### config.mk
export PLATFORM = sky130hd
export DESIGN_NAME = sdram_read_cache
export DESIGN_NICKNAME = d
export VERILOG_FILES = /design/src/rtl/sdram_read_cache.sv
export SDC_FILE = /design/constraint.sdc
export NUM_CORES = 1
export LEC_CHECK = 0
export BUFFER_PORTS_ARGS = -buffer_cell sky130_fd_sc_hd__buf_4
export CELL_PAD_IN_SITES_DETAIL_PLACEMENT = 1
export CELL_PAD_IN_SITES_GLOBAL_PLACEMENT = 2
export CORE_MARGIN = 5
export CORE_UTILIZATION = 44
export CTS_BUF_LIST = sky130_fd_sc_hd__clkbuf_4
export DETAILED_ROUTE_END_ITERATION = 8
export PLACE_DENSITY_LB_ADDON = 0.1
export REMOVE_ABC_BUFFERS = 1
export SLEW_MARGIN = 25
export SYNTH_ARGS = -nofsm -noshare
export SYNTH_HDL_FRONTEND = slang
export SYNTH_SLANG_ARGS = --single-unit
### constraint.sdc
create_clock -name sdram_clk -period 5.3 [get_ports sdram_clk]
set_input_delay 1.06 -clock sdram_clk [delete_from_list [all_inputs] [get_ports sdram_clk]]
set_output_delay 1.06 -clock sdram_clk [all_outputs]
set_load 0.01 [all_outputs]
### src/rtl/sdram_read_cache.sv
// sdram_read_cache: single-line (16-byte) read cache in front of an SDRAM
// controller. Misses fetch the whole line as an 8-beat wrapping burst,
// critical word first; the requested byte is returned from the first beat.
// Optional feature macro: SDRAM_READ_CACHE_STATS_EN adds saturating
// hit/miss counters on hit_count_o / miss_count_o.
module sdram_read_cache (
    input  logic        sdram_clk,
    input  logic        sdram_rst,
    input  logic        rd_i,
    input  logic [31:0] rd_addr_i,
    input  logic        invalidate_i,
    output logic        ready_o,
    output logic        rd_valid_o,
    output logic [7:0]  rd_data_o,
    output logic        sdram_acc_o,
    output logic [31:0] sdram_adr_o,
    output logic        sdram_we_o,
    output logic [1:0]  sdram_sel_o,
    input  logic        sdram_ack_i,
    input  logic [15:0] sdram_dat_i,
    input  logic [31:0] sdram_adr_i
`ifdef SDRAM_READ_CACHE_STATS_EN
    ,
    output logic [15:0] hit_count_o,
    output logic [15:0] miss_count_o
`endif
);

    typedef enum logic [1:0] {
        IDLE,
        FILL_REQ,
        FILL_DATA
    } state_t;

    state_t      state_q;
    logic [15:0] line_q [8];
    logic [27:0] tag_q;
    logic        valid_q;
    logic        inv_seen_q;
    logic [31:0] req_addr_q;
    logic [2:0]  beat_q;

    logic        hit;
    logic        accept_hit;
    logic        accept_miss;
    logic        line_we;
    logic [15:0] hit_word;
    logic [7:0]  hit_byte;
    logic [7:0]  crit_byte;

    // Only the word index of the controller address is needed.
    logic        unused_adr_bits;
    assign unused_adr_bits = ^{sdram_adr_i[31:4], sdram_adr_i[0]};

    assign ready_o     = (state_q == IDLE);
    assign sdram_we_o  = 1'b0;
    assign sdram_sel_o = 2'b11;

    // Hit detection and read-side byte selection; a concurrent invalidate
    // kills the hit so the request is handled as a miss.
    always_comb begin
        hit         = valid_q && (tag_q == rd_addr_i[31:4]) && !invalidate_i;
        accept_hit  = (state_q == IDLE) && rd_i && hit;
        accept_miss = (state_q == IDLE) && rd_i && !hit;
        hit_word    = line_q[rd_addr_i[3:1]];
        hit_byte    = rd_addr_i[0] ? hit_word[15:8] : hit_word[7:0];
        crit_byte   = req_addr_q[0] ? sdram_dat_i[15:8] : sdram_dat_i[7:0];
        line_we     = !sdram_rst &&
                      (((state_q == FILL_REQ) && sdram_ack_i) || (state_q == FILL_DATA));
    end

    // Line data storage: one burst word per cycle at the controller's word index.
    always_ff @(posedge sdram_clk) begin
        if (line_we) begin
            line_q[sdram_adr_i[3:1]] <= sdram_dat_i;
        end
    end

    // Control FSM with registered read response and controller request.
    always_ff @(posedge sdram_clk) begin
        if (sdram_rst) begin
            state_q     <= IDLE;
            valid_q     <= 1'b0;
            inv_seen_q  <= 1'b0;
            tag_q       <= '0;
            req_addr_q  <= '0;
            beat_q      <= '0;
            sdram_acc_o <= 1'b0;
            sdram_adr_o <= '0;
            rd_valid_o  <= 1'b0;
            rd_data_o   <= '0;
        end else begin
            rd_valid_o <= 1'b0;
            if (invalidate_i) begin
                valid_q <= 1'b0;
            end
            unique case (state_q)
                IDLE: begin
                    if (accept_hit) begin
                        rd_valid_o <= 1'b1;
                        rd_data_o  <= hit_byte;
                    end else if (accept_miss) begin
                        // The old line is overwritten by the burst, so it
                        // stops being valid as soon as the fill starts.
                        req_addr_q  <= rd_addr_i;
                        sdram_adr_o <= {rd_addr_i[31:1], 1'b0};
                        sdram_acc_o <= 1'b1;
                        valid_q     <= 1'b0;
                        inv_seen_q  <= 1'b0;
                        state_q     <= FILL_REQ;
                    end
                end
                FILL_REQ: begin
                    if (invalidate_i) begin
                        inv_seen_q <= 1'b1;
                    end
                    if (sdram_ack_i) begin
                        sdram_acc_o <= 1'b0;
                        beat_q      <= 3'd1;
                        rd_valid_o  <= 1'b1;
                        rd_data_o   <= crit_byte;
                        state_q     <= FILL_DATA;
                    end
                end
                FILL_DATA: begin
                    if (invalidate_i) begin
                        inv_seen_q <= 1'b1;
                    end
                    beat_q <= beat_q + 3'd1;
                    if (beat_q == 3'd7) begin
                        tag_q   <= req_addr_q[31:4];
                        valid_q <= !(inv_seen_q || invalidate_i);
                        beat_q  <= '0;
                        state_q <= IDLE;
                    end
                end
                default: begin
                    state_q <= IDLE;
                end
            endcase
        end
    end

`ifdef SDRAM_READ_CACHE_STATS_EN
    // Saturating counters of accepted hits and misses.
    always_ff @(posedge sdram_clk) begin
        if (sdram_rst) begin
            hit_count_o  <= '0;
            miss_count_o <= '0;
        end else begin
            if (accept_hit && (hit_count_o != 16'hFFFF)) begin
                hit_count_o <= hit_count_o + 16'd1;
            end
            if (accept_miss && (miss_count_o != 16'hFFFF)) begin
                miss_count_o <= miss_count_o + 16'd1;
            end
        end
    end
`endif

endmodule

==> summary.txt <==
Yosys
  • Commonest register cell after synthesis: edfxtp_1
  • Yosys cell types: 39
  • Post-synthesis sequential area ratio: 0.6250
  • Top cell type's share of synthesized area: 0.4461
  • Cells after Synth: 624
  • Asr flop ratio synth: 0
  • FF+latch count, synth: 205
  • Post-synth EDFFs: 128
  • Count leader, synth: edfxtp_1
  • Top post-synthesis cells by count: edfxtp_1, dfxtp_1, nand2_1, mux2i_1, nor2_1
  • Area contributors post-synth: edfxtp_1, dfxtp_1, mux4_2
  • Post-synth top area cell: edfxtp_1
  • Syn. warnings: 0
  • Mean post-synth cell area: between 10 and 15 um2
  • Post-synthesis cell area: 0.008616 mm2

Critical path
  • Setup CP Type: reg -> reg
  • Worst Reg-to-Reg Cells: 7
  • Crit Path Max Fanout: 17
  • CP Launch Type: flop
  • Largest stage delay, worst path: about 700 ps
  • WP data required: 5650 ps
  • Worst reg2reg endpoint: line_q[3][5]
  • Kind of end point of the critical path: flop
  • Slowest-stage cell, CP: ha_1
  • Worst R2R Start: state_q[1]
  • CP Cell Sequence: inv_1 > ha_1 > a21oi_1 > nor2_1 > nand2_1 > nor3b_4 > buf_4
  • Worst Setup SP: state_q[1]
  • Crit path DAT: between 3000 and 4000 ps
  • Reg2Reg Setup Slack: approximately 2200 ps
  • Crit path capture: line_q[3][5]

Run status
  • Run status: complete, no violations

Global routing
  • Vias in the first global route: 5679
  • Gr usage total: 0.1805
  • Initial antenna violation count: 1
  • Pin count of the biggest net entering global routing: 79
  • Grt ovf: 0
  • First-pass GRT wire length: 31010 um

Layout
  • Final-layout fill cell count: 2040
  • Share of cells above drive strength 1: 0.3276
  • Non-Filler Instances: 1027
  • Fin nets: just over 800
  • Area Growth Syn to Fin: 17.18%

Route
  • Uppermost layer routed: met4
  • Final ANT Viol Nets: 0
  • Residual DRC: 0
  • Iteration-0 DRC Markers: 191
  • WL final: 20020 um
  • Vias per cell: 5.061
  • Via count: 5198
  • Wl on met1: roughly 8200 um
  • Met2 routed WL: just over 10000 um
  • DRT Pass-1 Iters: 5
  • Wire length per cell: 19.49 um
  • Routed wl met3: 1091 um

Floorplanning
  • Die footprint: 0.02248 mm2
  • Die width: 149.9 um
  • Die span in y: 149.9 um
  • Row count: 51
  • Top-level port count: around 130
  • Initial Util: 0.4441
  • Core area: 0.01940 mm2

Placed design
  • IO buf count: 97
  • DP Wirelength: 12490 um
  • RePlAce Congestion: 0.7409
  • Dpl cells: between 900 and 1000

Worst hold path
  • HP Class: reg -> reg
  • Hold_sp: req_addr_q[22]
  • Hold Crit Depth: 2

Timing
  • Setup TNS: 0 ps
  • Minimum clock period after layout: 3100 ps
  • Worst slew pin tran: about 1000 ps
  • Slew Viols, Final: 0
  • Relative slew slack: 0.3403
  • Clk_skew: 37.53 ps
  • Max Fclk: 0.3225 GHz
  • Final count of hold timing violations: 0
  • RSZ-0062 raised after global routing: false
  • Period Utilization, post-route: 0.5850
  • Final setup viols: 0

Power and ir drop
  • Power Density: about 350 mW/mm2
  • IR drop worst, VDD: 207.3 uV
  • LEAKAGE: 3.765 nW

Clocking
  • Clock sinks: 205
  • Clk buf depth: 3
  • Postcts setup bufs: 0
  • H-tree levels: 2
  • CTS tree: yes
  • Root buf cell: clkbuf_4
  • CTS Buf Count: 55
  • CTS resizes: 0
  • Worst skew pair latency: about 670 ps
  • Post-CTS Hold Fix Bufs: 0
  • Clk slew on worst S/H paths: approximately 60 ps

Run
  • Max-cap violation count: 0
-- sequential cells by signal, indices dropped and copies added (netlist names) --
signal / cells
line_q: 128
inv_seen_q: 1
rd_data_o: 8
valid_q: 1
beat_q: 3
state_q: 2
rd_valid_o: 1
sdram_acc_o: 1
req_addr_q: 32
tag_q: 28
-- layer usage --
| metal | vias up | track usage |
|---|---|---|
| met3 | 35 | 0.04452 |
| met1 | 2580 | 0.2123 |
| met4 | 0 | 0.05581 |
| met5 | - | 0 |
| met2 | 117 | 0.3251 |
| li1 | 2466 | - |
-- worst min path at each step --
stage	end	slack, ps
5_1_grt	tag_q[11]	490
2_1_floorplan	beat_q[1]	430
3_3_place_gp	beat_q[1]	450
6_report	tag_q[18]	470
4_1_cts	tag_q[0]	470
3_5_place_dp	tag_q[2]	460
-- final cells by class --
class	instances	area, um2	area share
flip-flops and latches	205	5385	0.5334
multi-input cells	345	2843	0.2816
repair buffers	105	799.5	0.07919
clock buffers	87	653.1	0.06469
well taps	265	331.6	0.03284
clock inverters	13	60.06	0.005949
inverters	5	18.77	0.001859
diodes	2	5.005	0.0004957
-- through the flow --
| stage | area (um2) | setup WS [ps] | utilization | power, mW | hold slack, ps |
|---|---|---|---|---|---|
| 3_5_place_dp | 9349 | 1899 | 0.4819 | 2.179 | 462.7 |
| 6_report | 10100 | 2200 | 0.5204 | 3.520 | 468.6 |
| 5_1_grt | 10100 | 2048 | 0.5204 | 3.709 | 491.8 |
| 2_1_floorplan | 8183 | 2080 | - | 1.983 | 429.5 |
| 4_1_cts | 10060 | 2028 | 0.5187 | 3.584 | 471.5 |
| 3_3_place_gp | 9341 | 1971 | 0.4816 | 2.164 | 449.0 |
-- logic make-up (layout without fill, tap and decap cells) --
group           count (synthesis)  in the layout  synth area share
other cells                     2              6         0.0008717
flops                         205            205            0.6250
fa+ha+maj                       5              5          0.007261
xor+xnor                       28             28           0.02846
buf+inv                        76            210           0.05330
mux                            99             99            0.1629
simple gates                  144            144           0.07566
compound gates                 65             65           0.04647
-- worst max-delay path, delay by kind of cell, from the launching register on --
family	cells	cell delay, ps
DFF	1	340
buffers and inverters	2	410
AOI/OAI and AO/OA	1	300
and+or+nand+nor	3	1050
adders and majority gates	1	700
-- layout by cell type (no fill, tap or decap), types with 9 or more instances in the layout --
master	n
a21oi_1	36
a221oi_1	9
buf_4	103
clkbuf_4	87
clkinv_1	10
dfxtp_1	77
edfxtp_1	128
mux2_2	10
mux2i_1	57
mux4_2	32
nand2_1	63
nand2b_1	13
nor2_1	39
o21ai_0	12
xor2_1	28
-- power by group --
part	internal [mW]	switching [mW]	total, mW	leakage (nW)
logic	0.171	0.198	0.369	1.56
registers	1.74	0.0309	1.77	1.78
clock network	0.744	0.639	1.38	0.428
Power figures use the tool's default switching activity.
